## src/rtl/sipo_shift_register.sv

```systemverilog
// sipo_shift_register: serial-in/parallel-out shifter with serial tap-out, fill count and full flag
// Ports: CLK rising-edge clock; Reset sync active-low; D serial in;
//        Q parallel word; SO bit shifted out; Full word framed; Count bits captured (saturating)
module sipo_shift_register #(
  parameter int WIDTH      = 4,
  parameter bit SHIFT_LEFT = 1'b1
) (
  input  logic                       CLK,
  input  logic                       Reset,
  input  logic                       D,
  output logic [WIDTH-1:0]           Q,
  output logic                       SO,
  output logic                       Full,
  output logic [$clog2(WIDTH+1)-1:0] Count
);
  localparam int CW = $clog2(WIDTH+1);
  logic [WIDTH-1:0] q_q, q_d;
  logic             so_q, so_d;
  logic [CW-1:0]    cnt_q, cnt_d;
  logic             full_q, full_d;
  always_comb begin
    q_d    = SHIFT_LEFT ? {q_q[WIDTH-2:0], D} : {D, q_q[WIDTH-1:1]};
    so_d   = SHIFT_LEFT ? q_q[WIDTH-1] : q_q[0];
    // full_q already marks cnt_q == WIDTH, so it doubles as the saturation guard
    cnt_d  = full_q ? cnt_q : cnt_q + CW'(1);
    full_d = (cnt_d == CW'(WIDTH));
  end
  always_ff @(posedge CLK) begin
    if (!Reset) begin
      q_q    <= '0;
      so_q   <= 1'b0;
      cnt_q  <= '0;
      full_q <= 1'b0;
    end else begin
      q_q    <= q_d;
      so_q   <= so_d;
      cnt_q  <= cnt_d;
      full_q <= full_d;
    end
  end
  assign Q     = q_q;
  assign SO    = so_q;
  assign Full  = full_q;
  assign Count = cnt_q;
endmodule

```

## config.mk

```make
export PLATFORM = sky130hd
export DESIGN_NAME = sipo_shift_register
export DESIGN_NICKNAME = d
export VERILOG_FILES = /design/src/rtl/sipo_shift_register.sv
export SDC_FILE = /design/constraint.sdc
export NUM_CORES = 1
export LEC_CHECK = 0
export BUFFER_PORTS_ARGS = -buffer_cell sky130_fd_sc_hd__buf_2
export CAP_MARGIN = 5
export CELL_PAD_IN_SITES_DETAIL_PLACEMENT = 1
export CELL_PAD_IN_SITES_GLOBAL_PLACEMENT = 1
export CORE_AREA = 5 5 42 44
export DETAILED_ROUTE_END_ITERATION = 8
export DIE_AREA = 0 0 47 49
export PLACE_DENSITY_LB_ADDON = 0.1
export SYNTH_ARGS = -nofsm -noshare
export SYNTH_HDL_FRONTEND = slang
export SYNTH_SLANG_ARGS = --single-unit
```

## constraint.sdc

```tcl
create_clock -name CLK -period 2.19 [get_ports CLK]
set_clock_uncertainty 0.1 [all_clocks]
set_input_delay 0.219 -clock CLK [delete_from_list [all_inputs] [get_ports CLK]]
set_output_delay 0.219 -clock CLK [all_outputs]
set_load 0.02 [all_outputs]
```

==> impl_metrics.ini, run 1 <==
[run_status]
outcome = finished, final reports clean

[clock_network]
path_clk_slew_ns = 0.06
hold_buffers = 0
root_buffer = clkbuf_4
tritoncts = yes
cts_sinks = 9
cts_made_buffers = 3
clock_latency_ns = 0.25
cts.path.max_buffers = 2
postCtsSetupRepairBufs = 0
cts_resized = 0
cts_max_level = 1

[setup_path]
worstReg2RegEnd = Full
cp_cell_sequence = buf_2
cpPeakStageDelay_ns = 0.43
crit_required_ns = 1.87
r2r_start = Count[1]
worstPathMaxFanout = 6
endpoint = Full
crit_path_start = Full
critPathLaunchType = flip-flop
path_class = reg2out
worst-r2r-cell-count = 4
worst-path-stages = 1
end_kind = output pin
cp.buffers_inverters = 1
cp_top_family = flip-flops
timing.reg2reg.setup_slack_ns = 1.07
cpMaxStageDelayCell = dfxtp_1
cp.arrival_ns = 0.89

[route]
postRouteAntennaNets = 0
vias = 240
wl_per_cell_um = 11.0
drtPass1Iterations = 2
drt-initial-drc-count = 3
drc = 0
totalWireLength_um = 625
via_per_inst = 4.21

[final_layout]
drive_gt1_frac = 0.488
multi_input_area_um2 = 128
synthToLayoutAreaGrowth_pct = 32.9
nFillCells = 172
seqCellArea_um2 = 180
diodes = 0
layout.nets = 46
final_area_um2 = 409

[sta]
max_freq_mhz = 829
finalHoldViolations = 0
setup_viol = 0
relSlewSlack = 0.861
period_minus_slack_ns = 1.21
drv_slew = 0
worst_slew_pin_slew_ns = 0.207
setup_tns_ns = 0
period_share = 0.551
rsz0062_at_grt = no

[power_and_ir_drop]
powerDensity_nw_per_um2 = 842
p_leak_nw = 0.197
vdd_drop_max_v = 0.000274

[floorplanning]
placementRows = 14
coreArea_um2 = 1400
dieArea_um2 = 2300
io_pins = 12
die_w_um = 47
die_y_um = 49
start_util = 0.220

[hold_path]
min-delay-start = D
hp-class = in2reg

[synthesis]
synth.largest_area_cell = dfxtp_1
synth-seq-cells = 9
syn-num-nets = 30
synth.area.top_cells = dfxtp_1 59%, and2_2 12%, ha_1 4.1%
ys_warn_count = 0
synth-seq-area-share = 0.585
yosysUniqueCellTypes = 12
synth_area_um2 = 308
synthCells = 26
synth.avg_cell_area_um2 = 11.8
synth.top_cell.area_share = 0.585

[global_route]
grt_max_degree = 10
grt_pass1_vias = 241
grt_usage = 0.0684
grt_pass1_wl_um = 1010
grt-ovfl-total = 0
antenna_found_initial = 0

[placed_design]
hpwl_um = 498
dpl_cell_area_um2 = 383
gp_congestion = 0.668
numPortBuffers = 11

[job]
max_cap_viol_count = 0
==> per-layer routing <==
metal	global-route usage	vias to the layer above	wire length (um)
met5	0	-	0
met4	0.0415	0	0
met3	0.0664	0	86
met2	0.0973	12	308
met1	0.0595	110	230
li1	-	118	-
==> report_power, final <==
group	internal (W)	switching, W
combinational	0.0000176	0.0000233
sequential	0.000172	0.00000643
clock	0.0000700	0.0000548
total	0.000260	0.0000845
==> worst min path at each step <==
stage          endpoint  slack (ns)  cells after the start
6_report           Q[0]        0.08                      2
5_1_grt            Q[0]        0.09                      2
4_1_cts            Q[0]        0.08                      2
3_5_place_dp       Q[0]        0.35                      2
3_3_place_gp       Q[0]        0.34                      2
2_1_floorplan  Count[1]        0.25                      1
==> stage by stage <==
| stage | util | cells | setup WS [ns] | total power (W) | hold slack, ns |
|---|---|---|---|---|---|
| 2_1_floorplan | - | 26 | 0.976 | 0.000208 | 0.247 |
| 3_3_place_gp | 0.273 | 53 | 1.11 | 0.000222 | 0.340 |
| 3_5_place_dp | 0.273 | 53 | 1.07 | 0.000224 | 0.350 |
| 4_1_cts | 0.292 | 57 | 0.963 | 0.000353 | 0.0776 |
| 5_1_grt | 0.292 | 57 | 0.917 | 0.000367 | 0.0942 |
| 6_report | 0.292 | 57 | 0.983 | 0.000344 | 0.0840 |
==> cells by family after synthesis <==
group           after synthesis  share of synthesized area
mux                           1                     0.0325
simple gates                 13                      0.293
flops                         9                      0.585
compound gates                2                     0.0488
fa+ha+maj                     1                     0.0406
==> cells in the mapped netlist <==
cell and number:
and3_1 1, and2_2 5, nand2b_1 2, nand4bb_1 1, o21ai_2 1, dfxtp_1 9
mux2i_1 1, nor2b_1 2, o22ai_1 1, and2_1 1, ha_1 1, nand2_1 1
==> state kept, by name, indices dropped and copies added (netlist names) <==
register / flops
SO: 1
Q: 4
Full: 1
Count: 3
==> cells in the final DEF, fill, tap and decap left out <==
master and instances:
buf_2 11, dfxtp_1 9, and2_2 5, clkbuf_4 3
nand2b_1 2, nor2b_1 2, and3_1 1, mux2i_1 1
nand2_1 1, nand4bb_1 1, o21ai_2 1, o22ai_1 1
and2_1 1, ha_1 1, clkbuf_1 1
==> area by class of cell <==
type / instances / share of cell area
flip-flops and latches: 9 / 0.440
multi-input cells: 17 / 0.312
repair buffers: 11 / 0.135
clock buffers: 4 / 0.0642
well taps: 16 / 0.0489
Note: power is estimated with default switching activity, not from simulation.
==> run 2, diff against run 1 <==
Clock period 2.19 ns to 1.2 ns, I/O delays scaled along.
==> run 2 against run 1 <==
  * Combinational power increased by 91%
  * Register-to-register slack got worse by 0.95 ns
  * Sequential share of layout area shrank 0.71 points
  * Global-route usage rose by 0.64 points
  * Cell count is 1.8% higher
  * Power increased by 86%
  * Critical path type unchanged
  * Clock-buffer cell count unchanged
==> impl_metrics.ini, run 2 (synthesis results as in run 1) <==
[clock_network]
cts_sinks = 9
cts.path.max_buffers = 2
hold_buffers = 1
tritoncts = yes
cts_made_buffers = 3
path_clk_slew_ns = 0.06
cts_max_level = 1
cts_resized = 0
root_buffer = clkbuf_4
clock_latency_ns = 0.26
postCtsSetupRepairBufs = 0

[setup_path]
path_class = reg2out
cp_top_family = flip-flops
worstPathMaxFanout = 6
critPathLaunchType = flip-flop
worst-path-stages = 1
cpMaxStageDelayCell = dfxtp_1
worst-r2r-cell-count = 4
cp_cell_sequence = buf_2
r2r_start = Count[0]
cpPeakStageDelay_ns = 0.43
cp.buffers_inverters = 1
cp.arrival_ns = 0.89
timing.reg2reg.setup_slack_ns = 0.12
worstReg2RegEnd = Full
end_kind = output pin
crit_required_ns = 0.98
crit_path_start = Full
endpoint = Full

[placed_design]
hpwl_um = 502
place_ws_ns = 0.114
gp_congestion = 0.660
dp_cells = 53
numPortBuffers = 11

[floorplanning]
start_util = 0.220
die_w_um = 47
coreArea_um2 = 1400
io_pins = 12
die_y_um = 49
dieArea_um2 = 2300
placementRows = 14

[final_layout]
mostFrequentLayoutCells = 11 x buf_2, 7 x dfxtp_1, 5 x and2_2, 3 x clkbuf_4
synthToLayoutAreaGrowth_pct = 37.0
layout.cells.most_common = buf_2
largest_reg_flops = 4
layout.nets = 47
final_cells = 58
diodes = 0
drive_gt1_frac = 0.524

[route]
wl_per_cell_um = 11.2
postRouteAntennaNets = 0
drc = 0
totalWireLength_um = 647
drt-initial-drc-count = 5
vias = 238
via_per_inst = 4.10
drtPass1Iterations = 2

[sta]
period_minus_slack_ns = 1.11
setup_tns_ns = 0
drv_slew = 0
period_share = 0.924
worst_slew_pin_slew_ns = 0.205
relSlewSlack = 0.863
setup_slack_ns = 0.0906
max_freq_mhz = 901
rsz0062_at_grt = no
finalHoldViolations = 0
whs_ns = 0.0839
setup_viol = 0

[power_and_ir_drop]
p_leak_nw = 0.201
powerDensity_nw_per_um2 = 1520
vdd_drop_max_v = 0.000449

[global_route]
antenna_found_initial = 0
grt_usage = 0.0748
grt_pass1_wl_um = 1130
grt_pass1_vias = 270
grt-ovfl-total = 0
grt_max_degree = 10

[run_status]
outcome = finished, final reports clean

[job]
max_cap_viol_count = 0

[hold_path]
hp-class = in2reg
run 2: cell types whose count changed in the layout (fill, tap and decap cells not counted), sizes merged:
cell,previous run,this run
dlygate4sd3,0,1
run 2: worst min-delay path by stage:
| stage | start | endpoint | depth (start not counted) |
|---|---|---|---|
| after CTS | Reset | Count[1] | 2 |
| after global routing | Reset | Count[1] | 2 |
| after detailed placement | D | Q[0] | 2 |
| after floorplan | Reset | Count[1] | 1 |
| final | Reset | Count[1] | 2 |
| after global placement | D | Q[0] | 2 |
run 2: routing by layer:
| layer | track usage | up-vias | part of all wire |
|---|---|---|---|
| met5 | 0 | - | 0 |
| met2 | 0.0950 | 10 | 0.45 |
| met1 | 0.0819 | 106 | 0.40 |
| met4 | 0.0829 | 0 | 0.045 |
| met3 | 0.0332 | 4 | 0.11 |
| li1 | - | 118 | - |
run 2: power by group:
part | internal [W] | total (W) | switching, W
clock | 0.000128 | 0.000236 | 0.000107
sequential | 0.000316 | 0.000327 | 0.0000115
combinational | 0.0000346 | 0.0000783 | 0.0000436
run 2: final cells by class:
class | instances | area, um2
clock buffers | 4 | 26.3
flip-flops and latches | 9 | 183
well taps | 16 | 20.0
repair buffers | 12 | 65.1
fillers | 178 | 980
multi-input cells | 17 | 128
run 2: through the flow:
stage	power [W]	util	cell area (um2)
after floorplan	0.000382	-	310
after global placement	0.000406	0.275	385
after detailed placement	0.000412	0.275	385
after CTS	0.000651	0.301	422
after global routing	0.000682	0.301	422
final	0.000641	0.301	422
==> run 3, diff against run 2 <==
Settings changed: HOLD_SLACK_MARGIN set to 0.12.
==> run 3 against run 2 <==
  * Routed wire length is 1.2% higher
  * Sequential power barely moved
  * Clock power about the same
  * Register-to-register slack about the same
  * First-iteration DRC count is the same
  * Combinational power increased by 3.1%
  * Clock-buffer cell count is the same
==> impl_metrics.ini, run 3 (synthesis results as in run 1) <==
[sta]
setup_viol = 0
finalHoldViolations = 0
worst_slew_pin_slew_ns = 0.205
setup_slack_ns = 0.0905
relSlewSlack = 0.863
rsz0062_at_grt = no
max_freq_mhz = 901
period_share = 0.925
setup_tns_ns = 0
drv_slew = 0
period_minus_slack_ns = 1.11

[route]
wl_per_cell_um = 11.1
postRouteAntennaNets = 0
vias = 242
totalWireLength_um = 655
via_per_inst = 4.10
drt-initial-drc-count = 5
drc = 0
drtPass1Iterations = 2

[setup_path]
crit_required_ns = 0.98
cp.arrival_ns = 0.89
cpMaxStageDelayCell = dfxtp_1
critPathLaunchType = flip-flop
cp_cell_sequence = buf_2
cp_top_family = flip-flops
cp.buffers_inverters = 1
path_class = reg2out
cpPeakStageDelay_ns = 0.43
end_kind = output pin
worstPathMaxFanout = 6

[floorplanning]
die_w_um = 47
placementRows = 14
dieArea_um2 = 2300
start_util = 0.220
coreArea_um2 = 1400
die_y_um = 49
io_pins = 12

[final_layout]
diodes = 0
synthToLayoutAreaGrowth_pct = 40.2
layout.cells.most_common = buf_2
layout.nets = 48
largest_reg_flops = 4
final_area_um2 = 432
drive_gt1_frac = 0.512
mostFrequentLayoutCells = 11 x buf_2, 7 x dfxtp_1, 5 x and2_2, 3 x clkbuf_4

[placed_design]
numPortBuffers = 11
dpl_cell_area_um2 = 385
place_ws_ns = 0.114
gp_congestion = 0.660
hpwl_um = 502

[clock_network]
cts_made_buffers = 3
cts_resized = 0
path_clk_slew_ns = 0.06
root_buffer = clkbuf_4
cts_sinks = 9
cts_max_level = 1
clock_latency_ns = 0.26
hold_buffers = 2
cts.path.max_buffers = 2
tritoncts = yes
postCtsSetupRepairBufs = 0

[global_route]
grt_pass1_vias = 273
antenna_found_initial = 0
grt_pass1_wl_um = 1150
grt_usage = 0.0755
grt-ovfl-total = 0
grt_max_degree = 10

[power_and_ir_drop]
intPower_w = 0.000481
seqPwrFrac = 0.509
powerDensity_nw_per_um2 = 1490
clkPwrFrac = 0.366
comb_power_share = 0.125
vdd_drop_max_v = 0.000449
p_sw_frac = 0.253
total_power_w = 0.000644
p_leak_nw = 0.205
p_sw_w = 0.000163

[job]
max_cap_viol_count = 0

[hold_path]
hp-class = reg2reg

[run_status]
outcome = finished, final reports clean
-- run 3: cell types whose count changed in the layout (fill, tap and decap cells not counted), sizes merged --
cell	delta
dlygate4sd3	+1
-- run 3: power groups by stage --
stage | sequential [W] | clock (W) | combinational (W)
floorplan | 0.000352 | 0 | 0.0000295
global placement | 0.000332 | 0 | 0.0000743
detailed placement | 0.000335 | 0 | 0.0000778
CTS | 0.000328 | 0.000243 | 0.0000827
global route | 0.000330 | 0.000264 | 0.0000906
finish | 0.000328 | 0.000236 | 0.0000807
-- run 3: per-layer routing --
| metal | part of all wire | GRT usage | routed length [um] |
|---|---|---|---|
| met4 | 0.044 | 0.0829 | 29 |
| met5 | 0 | 0 | 0 |
| met1 | 0.40 | 0.0841 | 264 |
| met2 | 0.45 | 0.0950 | 294 |
| met3 | 0.10 | 0.0332 | 67 |
-- run 3: final timing paths --
check	startpoint	to	slack, ns	cells after the start
worst min-delay path	Q[2]	Q[3]	0.37	1
worst max-delay path	Full	Full	0.09	1
worst min register to register	Q[2]	Q[3]	0.37	1
worst max register to register	Count[0]	Full	0.12	4
-- run 3: cell type report --
class | count | area, um2
fillers | 177 | 970
flip-flops and latches | 9 | 183
multi-input cells | 17 | 128
repair buffers | 13 | 75.1
clock buffers | 4 | 26.3
well taps | 16 | 20.0
-- run 3: through the flow --
step	std cells	hold WS, ns	utilization
5_1_grt	59	0.402	0.308
3_3_place_gp	53	0.241	0.275
2_1_floorplan	26	0.148	-
3_5_place_dp	53	0.251	0.275
6_report	59	0.371	0.308
4_1_cts	59	0.375	0.308
